**config.mk**
```make
export PLATFORM = sky130hd
export DESIGN_NAME = if_fetch_queue
export DESIGN_NICKNAME = d
export VERILOG_FILES = /design/src/rtl/if_fetch_queue.sv
export SDC_FILE = /design/constraint.sdc
export NUM_CORES = 1
export LEC_CHECK = 0
export CORE_MARGIN = 2
export CORE_UTILIZATION = 25
export DETAILED_ROUTE_END_ITERATION = 10
export GPL_TIMING_DRIVEN = 0
export PLACE_DENSITY = 0.4
export SETUP_SLACK_MARGIN = 0.1
export SLEW_MARGIN = 20
export SYNTH_ARGS = -nofsm -noshare
export SYNTH_HDL_FRONTEND = slang
export SYNTH_SLANG_ARGS = --single-unit
```
**constraint.sdc**
```tcl
create_clock -name clk -period 4.4 [get_ports clk]
set_input_delay 0.66 -clock clk [delete_from_list [all_inputs] [get_ports clk]]
set_output_delay 0.66 -clock clk [all_outputs]
set_load 0.005 [all_outputs]
```
**src/rtl/if_fetch_queue.sv**
```systemverilog
// Purpose: instruction fetch unit; issues single-beat AXI reads and unpacks each beat into a DEPTH-entry {pc, inst, fault} queue for ID.
// Latency: from an idle FSM, ARVALID the next cycle, then the head entry is valid one cycle after the RVALID handshake (min 3 cycles).
// Backpressure: out_ready low stalls the queue; a new read is issued only when the queue has room for the whole unpacked beat.
//
// Ports:
//   clk, rst                 clock and synchronous active-high reset
//   redirect_valid/_pc       flush the queue and restart fetch at redirect_pc (bits [1:0] dropped)
//   out_valid/out_ready      head-of-queue handshake towards ID
//   out_pc/out_inst/out_fault head entry contents (meaningful only while out_valid=1)
//   fetch_idle               FSM idle, no AXI read transaction open
//   IFU_AXI_AR*              read address channel (single beat, INCR, constant ID)
//   IFU_AXI_R*               read data channel (RID and RLAST are not used)
module if_fetch_queue #(
  parameter int                ADDR_W   = 32,
  parameter int                DATA_W   = 64,
  parameter int                DEPTH    = 4,
  parameter int                AXI_ID   = 0,
  parameter logic [ADDR_W-1:0] RESET_PC = 32'h8000_0000
) (
  input  logic              clk,
  input  logic              rst,

  input  logic              redirect_valid,
  input  logic [ADDR_W-1:0] redirect_pc,

  output logic              out_valid,
  input  logic              out_ready,
  output logic [ADDR_W-1:0] out_pc,
  output logic [31:0]       out_inst,
  output logic              out_fault,
  output logic              fetch_idle,

  output logic [3:0]        IFU_AXI_ARID,
  output logic [ADDR_W-1:0] IFU_AXI_ARADDR,
  output logic [7:0]        IFU_AXI_ARLEN,
  output logic [2:0]        IFU_AXI_ARSIZE,
  output logic [1:0]        IFU_AXI_ARBURST,
  output logic              IFU_AXI_ARVALID,
  input  logic              IFU_AXI_ARREADY,
  input  logic [3:0]        IFU_AXI_RID,
  input  logic [DATA_W-1:0] IFU_AXI_RDATA,
  input  logic [1:0]        IFU_AXI_RRESP,
  input  logic              IFU_AXI_RLAST,
  input  logic              IFU_AXI_RVALID,
  output logic              IFU_AXI_RREADY
);

  // Words per beat, bytes per beat and the byte-offset width inside a beat.
  localparam int W     = DATA_W / 32;
  localparam int BYTES = DATA_W / 8;
  localparam int OFF_W = $clog2(BYTES);
  localparam int PW    = (DEPTH > 1) ? $clog2(DEPTH) : 1;
  localparam int CW    = $clog2(DEPTH + 1);

  typedef struct packed {
    logic [ADDR_W-1:0] pc;
    logic [31:0]       inst;
    logic              fault;
  } entry_t;

  typedef enum logic [1:0] {
    S_IDLE,
    S_AR,
    S_R,
    S_DROP
  } state_t;

  // ---------------------------------------------------------------------------
  // State
  // ---------------------------------------------------------------------------
  state_t            state;
  logic [ADDR_W-1:0] fetch_pc;
  logic [ADDR_W-1:0] ar_addr;     // beat-aligned address of the open read
  logic              drop_pend;   // redirect seen while the AR was still pending
  logic              arvalid_q;
  logic              rready_q;
  logic              idle_q;

  entry_t            mem [DEPTH];
  logic [PW-1:0]     rd_ptr;
  logic [PW-1:0]     wr_ptr;
  logic [CW-1:0]     count;

  // ---------------------------------------------------------------------------
  // Fetch geometry: k is the first useful word of the beat, need is how many
  // entries the beat will produce, free is the space currently in the queue.
  // ---------------------------------------------------------------------------
  logic [ADDR_W-1:0] pc_aligned;
  logic [ADDR_W-1:0] pc_offset;
  logic [CW-1:0]     k;
  logic [CW-1:0]     need;
  logic [CW-1:0]     free;

  assign pc_aligned = fetch_pc & ~ADDR_W'(BYTES - 1);
  assign pc_offset  = fetch_pc &  ADDR_W'(BYTES - 1);
  assign k          = CW'(pc_offset >> 2);
  assign need       = CW'(W) - k;
  assign free       = CW'(DEPTH) - count;

  logic push;
  logic pop;

  // A redirect in the same cycle as the beat wins: the beat belongs to the
  // abandoned path and nothing from it may enter the queue.
  assign push = (state == S_R) && IFU_AXI_RVALID && !redirect_valid;
  assign pop  = (count != '0) && out_ready;

  // ---------------------------------------------------------------------------
  // Fetch FSM
  // ---------------------------------------------------------------------------
  always_ff @(posedge clk) begin
    if (rst) begin
      state     <= S_IDLE;
      fetch_pc  <= RESET_PC;
      ar_addr   <= '0;
      drop_pend <= 1'b0;
      arvalid_q <= 1'b0;
      rready_q  <= 1'b0;
      idle_q    <= 1'b1;
    end else begin
      if (redirect_valid) begin
        fetch_pc <= {redirect_pc[ADDR_W-1:2], 2'b00};
      end

      case (state)
        S_IDLE: begin
          if (!redirect_valid && (free >= need)) begin
            state     <= S_AR;
            ar_addr   <= pc_aligned;
            arvalid_q <= 1'b1;
            idle_q    <= 1'b0;
            drop_pend <= 1'b0;
          end
        end

        // ARVALID and ARADDR stay put until the slave takes them, even when a
        // redirect arrives; the response is then swallowed in S_DROP.
        S_AR: begin
          if (IFU_AXI_ARREADY) begin
            arvalid_q <= 1'b0;
            rready_q  <= 1'b1;
            drop_pend <= 1'b0;
            state     <= (drop_pend || redirect_valid) ? S_DROP : S_R;
          end else if (redirect_valid) begin
            drop_pend <= 1'b1;
          end
        end

        S_R: begin
          if (IFU_AXI_RVALID) begin
            state    <= S_IDLE;
            rready_q <= 1'b0;
            idle_q   <= 1'b1;
            if (!redirect_valid) begin
              fetch_pc <= ar_addr + ADDR_W'(BYTES);
            end
          end else if (redirect_valid) begin
            state <= S_DROP;
          end
        end

        S_DROP: begin
          if (IFU_AXI_RVALID) begin
            state    <= S_IDLE;
            rready_q <= 1'b0;
            idle_q   <= 1'b1;
          end
        end

        default: begin
          state     <= S_IDLE;
          arvalid_q <= 1'b0;
          rready_q  <= 1'b0;
          idle_q    <= 1'b1;
        end
      endcase
    end
  end

  // ---------------------------------------------------------------------------
  // Queue pointers and occupancy. A push adds `need` entries at once.
  // ---------------------------------------------------------------------------
  always_ff @(posedge clk) begin
    if (rst) begin
      rd_ptr <= '0;
      wr_ptr <= '0;
      count  <= '0;
    end else if (redirect_valid) begin
      rd_ptr <= '0;
      wr_ptr <= '0;
      count  <= '0;
    end else begin
      if (pop) begin
        rd_ptr <= PW'((int'(rd_ptr) + 1) % DEPTH);
      end
      if (push) begin
        wr_ptr <= PW'((int'(wr_ptr) + int'(need)) % DEPTH);
      end
      count <= count + (push ? need : CW'(0)) - (pop ? CW'(1) : CW'(0));
    end
  end

  // ---------------------------------------------------------------------------
  // Queue storage: word i of the beat (i >= k) lands i-k slots past wr_ptr.
  // Data is not reset; out_valid qualifies it.
  // ---------------------------------------------------------------------------
  always_ff @(posedge clk) begin
    if (push) begin
      for (int i = 0; i < W; i++) begin
        if (i >= int'(k)) begin
          mem[PW'((int'(wr_ptr) + i - int'(k)) % DEPTH)] <= '{
            pc:    ar_addr + ADDR_W'(4 * i),
            inst:  IFU_AXI_RDATA[32*i +: 32],
            fault: (IFU_AXI_RRESP != 2'b00)
          };
        end
      end
    end
  end

  // ---------------------------------------------------------------------------
  // Outputs
  // ---------------------------------------------------------------------------
  entry_t head;
  assign head      = mem[rd_ptr];

  assign out_valid = (count != '0);
  assign out_pc    = head.pc;
  assign out_inst  = head.inst;
  assign out_fault = head.fault;
  assign fetch_idle = idle_q;

  assign IFU_AXI_ARID    = 4'(AXI_ID);
  assign IFU_AXI_ARADDR  = ar_addr;
  assign IFU_AXI_ARLEN   = 8'd0;
  assign IFU_AXI_ARSIZE  = 3'(OFF_W);
  assign IFU_AXI_ARBURST = 2'b01;
  assign IFU_AXI_ARVALID = arvalid_q;
  assign IFU_AXI_RREADY  = rready_q;

  // Single-beat reads with one outstanding transaction make RID and RLAST
  // redundant; redirect_pc[1:0] is dropped because instructions are word aligned.
  logic unused_ok;
  assign unused_ok = ^{IFU_AXI_RID, IFU_AXI_RLAST, redirect_pc[1:0]};

endmodule
```
[Word level (Yosys, flattened, before mapping)]
Memory sizes are Yosys's and may differ from the RTL's. A register that Yosys moved wholly into a read port is not among the register bits.
Cells that the tools add are included.
Storage, ports and cells
  bits in registers: 74
  RAM bits: 260
  input port bits: 109
  output and inout bits: 118
  word-level logic and storage cells: 87
  memories: 1
Memories
  mem: depth 4, width 65, rd ports 1, clocked after memory_dff 1, write ports 2, RTL line 79  | entry_t mem [DEPTH];
Operators by class
  add/sub/neg operators: 11
  order comparisons: 3
  eq/ne operators: 9
  multiplexer cells: 33
  reductions and logical operators: 20
Operators with widths (count)
  32-bit 2-to-1 mux: 4
  32-bit by 3-bit adder with 32-bit output, second input constant: 1
  32-bit by 4-bit adder with 32-bit output, second input constant: 1
  1-bit 2-to-1 mux: 16
  2-bit 2-to-1 mux: 7
  3-bit AND reduction: 4
  1-bit case mux with 2 select lines: 4
  2-bit case mux with 4 select lines: 1
  2-bit nonzero test: 4
  2-bit != test, second input constant: 3
  3-bit != test, second input constant: 2
  2-bit by 1-bit adder with 2-bit output, second input constant: 2
  2-bit equality test, second input constant: 2
  1-bit logical AND: 4
  4-bit AND reduction: 1
  2-bit OR reduction: 2
  2-bit by 1-bit subtractor with 2-bit output: 2
  3-bit adder: 1
  3-bit >= comparator: 1
  3-bit 2-to-1 mux: 1
  3-bit nonzero test: 1
  2-bit by 1-bit subtractor with 3-bit output, first input constant: 1
  3-bit by 1-bit subtractor with 3-bit output: 1
  3-bit subtractor, first input constant: 1
  8 further kinds: 9

[Depth between registers and ports, before layout]
Gate-level depths: netlist of run 1.
  word-level depth: 6
  gate-level depth with buffers: 10
  depth with buffers taken out: 10

[Worst setup path after synthesis of run 1]
OpenSTA, ideal clock, no wires.
  kind: reg2reg
  start: reg fetch_pc[2]
  end: mem mem[3][0] (netlist bit) (enable)
  library setup time: 447 ps
  arrival time: 3624 ps
  required time: 3953 ps
  slack: 328 ps
  cell stages (with the launch flop): 9
  buffers on the path: 3
  clock period less this slack: 4072 ps
  path through: dfxtp_1 > buf_2 > inv_1 > ha_1 > buf_2 > a22oi_1 > nor2b_1 > a211oi_1 > clkbuf_1
RTL lines
  from (decl): RTL line 72  | logic [ADDR_W-1:0] fetch_pc;
  from (signal assigned): RTL line 122  | fetch_pc <= {redirect_pc[ADDR_W-1:2], 2'b00};
  from (signal assigned): RTL line 155  | fetch_pc <= ar_addr + ADDR_W'(BYTES);
  to (decl): RTL line 79

==> implementation parameters, run 1 <==
Parameter                              Value

Status
  Outcome ... finished clean

STA
  Setup clock skew after layout ... 0.0323 ns
  Time the worst path needs with I/O delays and setup ... 3.90 ns
  Worst Max-Slew Pin Slew ... 0.965 ns
  Final number of hold-violating endpoints ... 0
  Total Neg Setup Slack ... 0 ns
  Minimum hold slack ... 0.451 ns
  Achievable frequency ... 0.257 GHz
  Relative slew slack ... 33.8%
  Number of endpoints failing setup at the final stage ... 0
  Period Utilization, post-route ... 88.6%
  Max-slew violation count ... 0
  Unrepaired setup endpoints after global routing ... no

Detailed routing
  Detailed Route Iter0 Violations ... 566
  Total Routed Length ... 49.7 mm
  Vias per Instance ... 4.69
  Wirelength per Cell ... 22.3 um
  Number of iterations in the first detailed-routing pass ... 5
  M1 WL ... 22.5 mm
  Via count ... 10.5k
  Antenna viol nets, final ... 0
  Top Metal Used ... met4
  Routed met3 length ... 2.65 mm
  Drt drc ... 0
  Met2 WL post-DR ... 23.7 mm

CTS
  Clock tree from TritonCTS ... yes
  Root Buffer Master ... sky130_fd_sc_hd__clkbuf_16
  Count of hold buffers inserted by post-cts repair ... 0
  Number of gates resized after cts ... 0
  Post-CTS setup buffer count ... 0
  Number of clock sinks ... 326
  Clk_lat worst skew ... 0.57 ns
  Number of buffers between clock root and the deepest sink ... 3
  Number of levels in the clock H-tree ... 2
  Clk slew on worst S/H paths ... 0.06 ns
  Number of CTS-inserted buffers ... 40

Floorplan
  I/O pin count ... 227
  Core area ... 60400 sq um
  Die boundary width ... 251 um
  Placement row count ... 90
  Die outline area ... 63200 sq um
  Initial cell density of the core ... 25.3%
  Vert. Die Dim ... 251 um

Synth
  Xor and xnor area share after synthesis ... 1.78%
  Main combinational cell family by area after synthesis ... simple AND/OR/NAND/NOR gates
  Synthesized-area fraction occupied by ao, oa, aoi and oai cells ... 11.7%
  Sequential area share after synthesis ... 58.9%
  Number of synthesized register bits ... 326
  Count of flip-flops with a built-in enable after synthesis ... 248
  Fraction of the mapped netlist area in simple logic gates ... 12.3%
  Post-synthesis share of cell area spent on full adders, half adders and majority gates ... 1.03%
  Count of synthesis-stage warnings from yosys ... 0
  Proportion of register bits with asynchronous set or reset after synthesis ... 0%
  Cells after Synth ... 1158
  Post-synthesis area per instance ... 13.2 sq um
  Share of synthesized area spent on multiplexers ... 9.54%
  Post-Syn Area ... 15300 sq um
  Count of unique library cells instantiated by Yosys ... 66
  Most common flop cell mapped by yosys ... sky130_fd_sc_hd__edfxtp_1

Placement
  Placed instance area ... 18400 sq um
  DP HPWL ... 33.0 mm
  Routability congestion estimate ... 0.781
  Port Buf Inserts ... 196

Final layout
  Final cell utilization of the core ... 32.8%
  Relative area change from synthesis to final layout ... 29.3%
  Filler cell count in the final layout ... 6092
  Fraction of final layout cells with drive strength greater than 1 ... 14.9%
  Post-layout nets ... 1542
  ANT cells ... 0
  Cell area after layout ... 19800 sq um

Setup path
  Worst setup path category ... reg2reg
  Most used cell, CP ... sky130_fd_sc_hd__buf_2
  Element type at the critical path start ... register
  Required @ worst endpoint ... 4.70 ns
  Critical path's largest stage delay ... 0.72 ns
  Largest delay share family, worst path ... buffers and inverters
  Worst path bufs/invs ... 5
  CP max FO ... 35
  Worst path cell trace ... buf_2, inv_1, ha_1, buf_2, a21oi_1, mux2i_1, nor2_1, clkbuf_4, buf_12, and2_1
  Critical path's slowest cell ... sky130_fd_sc_hd__mux2i_1
  CP Data Arrival Time ... 4.19 ns
  Type of element capturing the critical path ... register

GRT
  Maximum number of pins on one net before global-route repair ... 43
  Antenna violations before repair ... 2
  First-pass GRT wire length ... 73.4 mm
  Number of global-route vias before repair ... 11.0k
  Gr ovfl total ... 0
  GR Util All Layers ... 15.7%

Power and ir drop
  Ratio of total power to cell area ... 365 nW/um^2
  VDD IR max ... 0.000245 V
  Leakage power ... 6.79 nW

Job
  Max-cap check violation count ... 0

Min path
  Class of the tightest hold or removal check ... reg2reg
## cells by family after synthesis
| logic type | Yosys count |
|---|---|
| simple gates | 342 |
| flops | 326 |
| compound gates | 241 |
| buf+inv | 137 |
| mux | 67 |
| xor+xnor | 31 |
| fa+ha+maj | 12 |
| other cells | 2 |
## worst register-to-register path, delay by kind of cell (launching register included)
family,cells,cell delay (ns)
AOI/OAI and AO/OA,1,0.13
adders and majority gates,1,0.36
and+or+nand+nor,2,0.54
muxes,1,0.72
DFF,1,0.44
buffers and inverters,5,1.43
## area by class of cell
class	count	area, sq um	area share, %
repair buffers	201	2080	10.5
inverters	22	82.6	0.418
plain buffers	115	654	3.31
well taps	782	978	4.95
flip-flops and latches	326	9010	45.6
clock buffers	53	1100	5.56
multi-input cells	715	5640	28.5
clock inverters	20	231	1.17
## path summary, 6_finish.rpt
kind	startpoint	endpoint	slack, ns	depth (start not counted)
max reg2reg	fetch_pc[2]	mem[0][58]	0.50	10
min	mem[1][35]	mem[1][35]	0.45	2
min reg2reg	mem[1][35]	mem[1][35]	0.45	2
max	fetch_pc[2]	mem[0][58]	0.50	10
## cell usage in the layout, fill, tap and decap left out, types with 25 or more instances in the layout
cell,count
sky130_fd_sc_hd__dfxtp_1,78
sky130_fd_sc_hd__nor2_1,50
sky130_fd_sc_hd__a21oi_1,54
sky130_fd_sc_hd__edfxtp_1,248
sky130_fd_sc_hd__a22o_1,128
sky130_fd_sc_hd__clkbuf_16,40
sky130_fd_sc_hd__clkdlybuf4s50_1,196
sky130_fd_sc_hd__buf_2,32
sky130_fd_sc_hd__nand2_1,94
sky130_fd_sc_hd__mux4_2,63
sky130_fd_sc_hd__and2_1,106
sky130_fd_sc_hd__clkbuf_1,50
sky130_fd_sc_hd__buf_4,25
## registers in the layout (all words and copies together), names as in the netlist, named ones only
name             cells
IFU_AXI_ARADDR      29
IFU_AXI_ARVALID      1
IFU_AXI_RREADY       1
count                3
drop_pend            1
fetch_idle           1
fetch_pc            30
mem                252
rd_ptr               2
state                2
wr_ptr               2
## per-layer routing
| layer | GRT usage, % | up-vias |
|---|---|---|
| met5 | 0 | - |
| met4 | 3.79 | 0 |
| met3 | 2.97 | 60 |
| met2 | 26.2 | 328 |
| met1 | 21.1 | 5212 |
| li1 | - | 4882 |
## power by group
part	internal (mW)	total, mW	switching (mW)
combinational	0.211	0.454	0.243
clock	2.05	3.40	1.35
sequential	3.31	3.36	0.0415
total	5.58	7.21	1.64
## metrics by stage
stage | setup slack, ns | cells | total power [mW]
3_3_place_gp | -2.54 | 2156 | 3.88
6_report | 0.503 | 2234 | 7.21
5_1_grt | 0.223 | 2234 | 7.47
3_5_place_dp | 0.490 | 2161 | 3.87
2_1_floorplan | 0.328 | 1178 | 3.60
4_1_cts | 0.435 | 2234 | 7.31
## cells in the mapped netlist, drive strengths merged (2+ instances only)
master / instances / area [sq um]
edfxtp: 248 / 7450
a22o: 128 / 1120
and2: 111 / 701
nand2: 95 / 359
dfxtp: 78 / 1560
buf: 63 / 387
mux4: 63 / 1420
a21oi: 54 / 270
clkbuf: 50 / 229
nor2: 50 / 188
nor3: 23 / 130
inv: 22 / 82.6
xnor2: 16 / 140
o21ai: 15 / 75.1
xor2: 15 / 131
ha: 11 / 138
nand3: 11 / 72.6
o22ai: 11 / 68.8
nand4: 9 / 71.3
a211oi: 8 / 60.1
a31oi: 7 / 43.8
and3: 6 / 40.0
and4: 5 / 43.8
nand3b: 5 / 37.5
nor2b: 5 / 31.3
nor3b: 5 / 47.5
nor4: 5 / 61.3
a221oi: 4 / 35.0
mux2i: 4 / 40.0
nand2b: 4 / 25.0
o2bb2ai: 3 / 26.3
conb: 2 / 7.51
o21bai: 2 / 15.0
o32ai: 2 / 17.5
or3: 2 / 12.5
or4: 2 / 18.8
Power figures use the tool's default switching activity.
==> run 2: changes to the inputs <==
- clock period: 4.4 -> 3.1 ns (I/O delays scaled with it)
==> run 2 against run 1 <==
Effect of this change: hold slack worse by 0.0079 ns; register-to-register slack worse by 0.29 ns; power up 43%; critical path type unchanged; wire length up 4.6%; sequential share of layout area down 0.69 points; utilization up 0.52 points; count of clock-buffer cells in the layout up 8; flip-flop and latch count unchanged; critical endpoint is now mem[2][24].
==> implementation parameters, run 2 (synthesis gave the netlist of run 1 again) <==
Parameter                              Value

Status
  Outcome ... finished clean

GRT
  GR Util All Layers ... 16.2% (+0.43 points)
  Number of global-route vias before repair ... 11.0k (+0.027%)
  Maximum number of pins on one net before global-route repair ... 37 (-14%)
  Antenna violations before repair ... 3 (+1)
  Met1 GRT Util ... 21.6% (+0.48 points)
  First-pass GRT wire length ... 75.3 mm (+2.5%)
  Gr ovfl total ... 0 (unchanged)
  GRT met3 Usage ... 2.64% (-0.33 points)
  Layer with the highest usage after global routing ... met2
  Routing usage on met2 ... 27.2% (+1.1 points)

Setup path
  CP max FO ... 10 (-71%)
  Element type at the critical path start ... register
  Critical path's largest stage delay ... 0.72 ns (about the same)
  Type of element capturing the critical path ... register
  Worst setup path category ... reg2reg
  Critical path's slowest cell ... sky130_fd_sc_hd__nor3_1
  Worst path cell trace ... buf_4, inv_1, ha_1, buf_2, nor3_1, buf_2, a22o_1
  Most used cell, CP ... sky130_fd_sc_hd__buf_2
  Worst path bufs/invs ... 4 (-1)
  CP Data Arrival Time ... 3.30 ns (-0.89 ns)
  Required @ worst endpoint ... 3.51 ns (-1.19 ns)
  Largest delay share family, worst path ... buffers and inverters

Final layout
  Filler cell count in the final layout ... 6010 (-1.3%)
  Final cell count without fillers ... 2246 (+0.54%)
  Most common library cell in the layout ignoring fill and taps ... sky130_fd_sc_hd__edfxtp_1
  Leading cell types in the layout, fill and taps excluded ... 248 x sky130_fd_sc_hd__edfxtp_1, 196 x sky130_fd_sc_hd__clkdlybuf4s50_1, 128 x sky130_fd_sc_hd__a22o_1, 106 x sky130_fd_sc_hd__and2_1, 94 x sky130_fd_sc_hd__nand2_1
  Register area ... 9010 sq um (about the same)
  Relative area change from synthesis to final layout ... 31.4%
  Max FFs per register ... 252 (unchanged)
  Post-layout nets ... 1550 (+0.52%)
  Fraction of final layout cells with drive strength greater than 1 ... 17.4% (+2.5 points)
  Register with the most flip-flops ... mem
  Multi-input logic area ... 5720 sq um (+1.4%)

STA
  Number of endpoints failing setup at the final stage ... 0 (unchanged)
  Unrepaired setup endpoints after global routing ... yes
  Max-slew violation count ... 0 (unchanged)
  Setup ws final ... 0.216 ns (-0.287 ns)
  Period Utilization, post-route ... 93.0% (+4.5 points)
  Setup clock skew after layout ... 0.0252 ns (-0.00705 ns)
  Minimum hold slack ... 0.443 ns (-0.00791 ns)
  Relative slew slack ... 43.1% (+9.3 points)
  Worst Max-Slew Pin Slew ... 0.847 ns (-0.118 ns)
  Achievable frequency ... 0.347 GHz (+35%)
  Total Neg Setup Slack ... 0 ns (unchanged)
  Time the worst path needs with I/O delays and setup ... 2.88 ns (-1.01 ns)
  Final number of hold-violating endpoints ... 0 (unchanged)

Placement
  DP HPWL ... 32.2 mm (-2.2%)
  Worst Setup Slack post-DPL ... -0.789 ns (-1.28 ns)
  Routability congestion estimate ... 0.791 (+1.3%)
  Port Buf Inserts ... 196 (unchanged)
  Number of cells in the design after placement ... 2156 (-0.23%)

Floorplan
  Placement row count ... 90 (unchanged)
  I/O pin count ... 227 (unchanged)
  Core area ... 60400 sq um (unchanged)
  Die boundary width ... 251 um (unchanged)
  Vert. Die Dim ... 251 um (unchanged)
  Initial cell density of the core ... 25.3% (unchanged)
  Die outline area ... 63200 sq um (unchanged)

Power and ir drop
  Net load switching power ... 2.36 mW (+44%)
  VDD IR max ... 0.000354 V (+45%)
  Share of total power in sequential cells ... 46.2% (-0.3 points)
  Net switching fraction of the power ... 22.9% (+0.17 points)
  Portion of total power attributed to combinational logic ... 6.4% (about the same)
  Ratio of total power to cell area ... 513 nW/um^2 (+41%)
  Leakage power ... 6.94 nW (+2.2%)
  Clock power frac ... 47.4% (+0.2 points)
  Int Pwr ... 7.95 mW (+43%)

Detailed routing
  Total Routed Length ... 52.0 mm (+4.6%)
  Detailed Route Iter0 Violations ... 705 (+25%)
  Number of iterations in the first detailed-routing pass ... 5 (unchanged)
  Antenna viol nets, final ... 0 (unchanged)
  Vias per Instance ... 4.74 (+1.1%)
  Drt drc ... 0 (unchanged)
  Via count ... 10.6k (+1.6%)
  Wirelength per Cell ... 23.1 um (+4.0%)

CTS
  Clk slew on worst S/H paths ... 0.06 ns (about the same)
  Number of clock sinks ... 326 (unchanged)
  Number of levels in the clock H-tree ... 2 (unchanged)
  Root Buffer Master ... sky130_fd_sc_hd__clkbuf_16
  Clk_lat worst skew ... 0.56 ns (about the same)
  Count of hold buffers inserted by post-cts repair ... 0 (unchanged)
  Number of buffers between clock root and the deepest sink ... 3 (unchanged)
  Number of CTS-inserted buffers ... 41 (+2.5%)
  Clock tree from TritonCTS ... yes

Job
  Max-cap check violation count ... 0 (unchanged)

Min path
  Class of the tightest hold or removal check ... in2reg
-- run 2: cell count changes in the layout (fill, tap and decap cells not counted), sizes merged --
cell,delta
clkinv,-5
clkbuf,+9
clkinvlp,+1
buf,+6
diode,+2
bufinv,-1
-- run 2: final timing paths --
| path | start | to | slack, ns | depth (start not counted) |
|---|---|---|---|---|
| worst max-delay path | fetch_pc[2] | mem[2][24] | 0.22 | 7 |
| worst min-delay path | redirect_valid | state[0] | 0.44 | 4 |
| worst max register to register | fetch_pc[2] | mem[2][24] | 0.22 | 7 |
| worst min register to register | fetch_pc[13] | IFU_AXI_ARADDR[13] | 0.45 | 2 |
-- run 2: worst reg2reg max path, stage by stage (launching register included) --
cell and delay, ns:
sky130_fd_sc_hd__dfxtp_1 0.45, sky130_fd_sc_hd__buf_4 0.23, sky130_fd_sc_hd__inv_1 0.13, sky130_fd_sc_hd__ha_1 0.36, sky130_fd_sc_hd__buf_2 0.22, sky130_fd_sc_hd__nor3_1 0.72
sky130_fd_sc_hd__buf_2 0.41, sky130_fd_sc_hd__a22o_1 0.21
-- run 2: final cells by class --
type                    instances  share of cell area, %
clock inverters                15                  0.991
diodes                          2                 0.0249
inverters                      22                  0.411
repair buffers                210                   10.8
plain buffers                 113                   3.82
flip-flops and latches        326                   44.9
well taps                     782                   4.87
clock buffers                  61                   5.79
multi-input cells             715                   28.5
-- run 2: what timing repair did --
item                                    4_1_cts  5_1_grt
resized for setup                            50       13
setup buffers                                 0        8
pin swaps                                     0        3
cloned                                        4        2
endpoints found under the setup margin      430      361
-- run 2: per-stage QoR --
step | area (sq um) | power (mW) | util (%)
floorplan | 15400 | 5.11 | -
CTS | 20000 | 10.4 | 33.1
global placement | 18300 | 5.50 | 30.4
finish | 20100 | 10.3 | 33.3
global route | 20100 | 10.6 | 33.3
detailed placement | 18300 | 5.50 | 30.4
-- run 2: per-layer routing --
layer | vias up | routed length [um]
li1 | 4897 | -
met1 | 5392 | 24100
met2 | 305 | 24900
met3 | 53 | 2200
met4 | 2 | 841
met5 | - | 13
-- run 2: power groups by stage --
stage | clock [mW] | sequential (mW) | combinational [mW]
2_1_floorplan | 0 | 4.83 | 0.282
3_3_place_gp | 0 | 4.86 | 0.644
3_5_place_dp | 0 | 4.86 | 0.645
4_1_cts | 4.99 | 4.76 | 0.659
5_1_grt | 5.15 | 4.77 | 0.719
6_report | 4.88 | 4.76 | 0.663
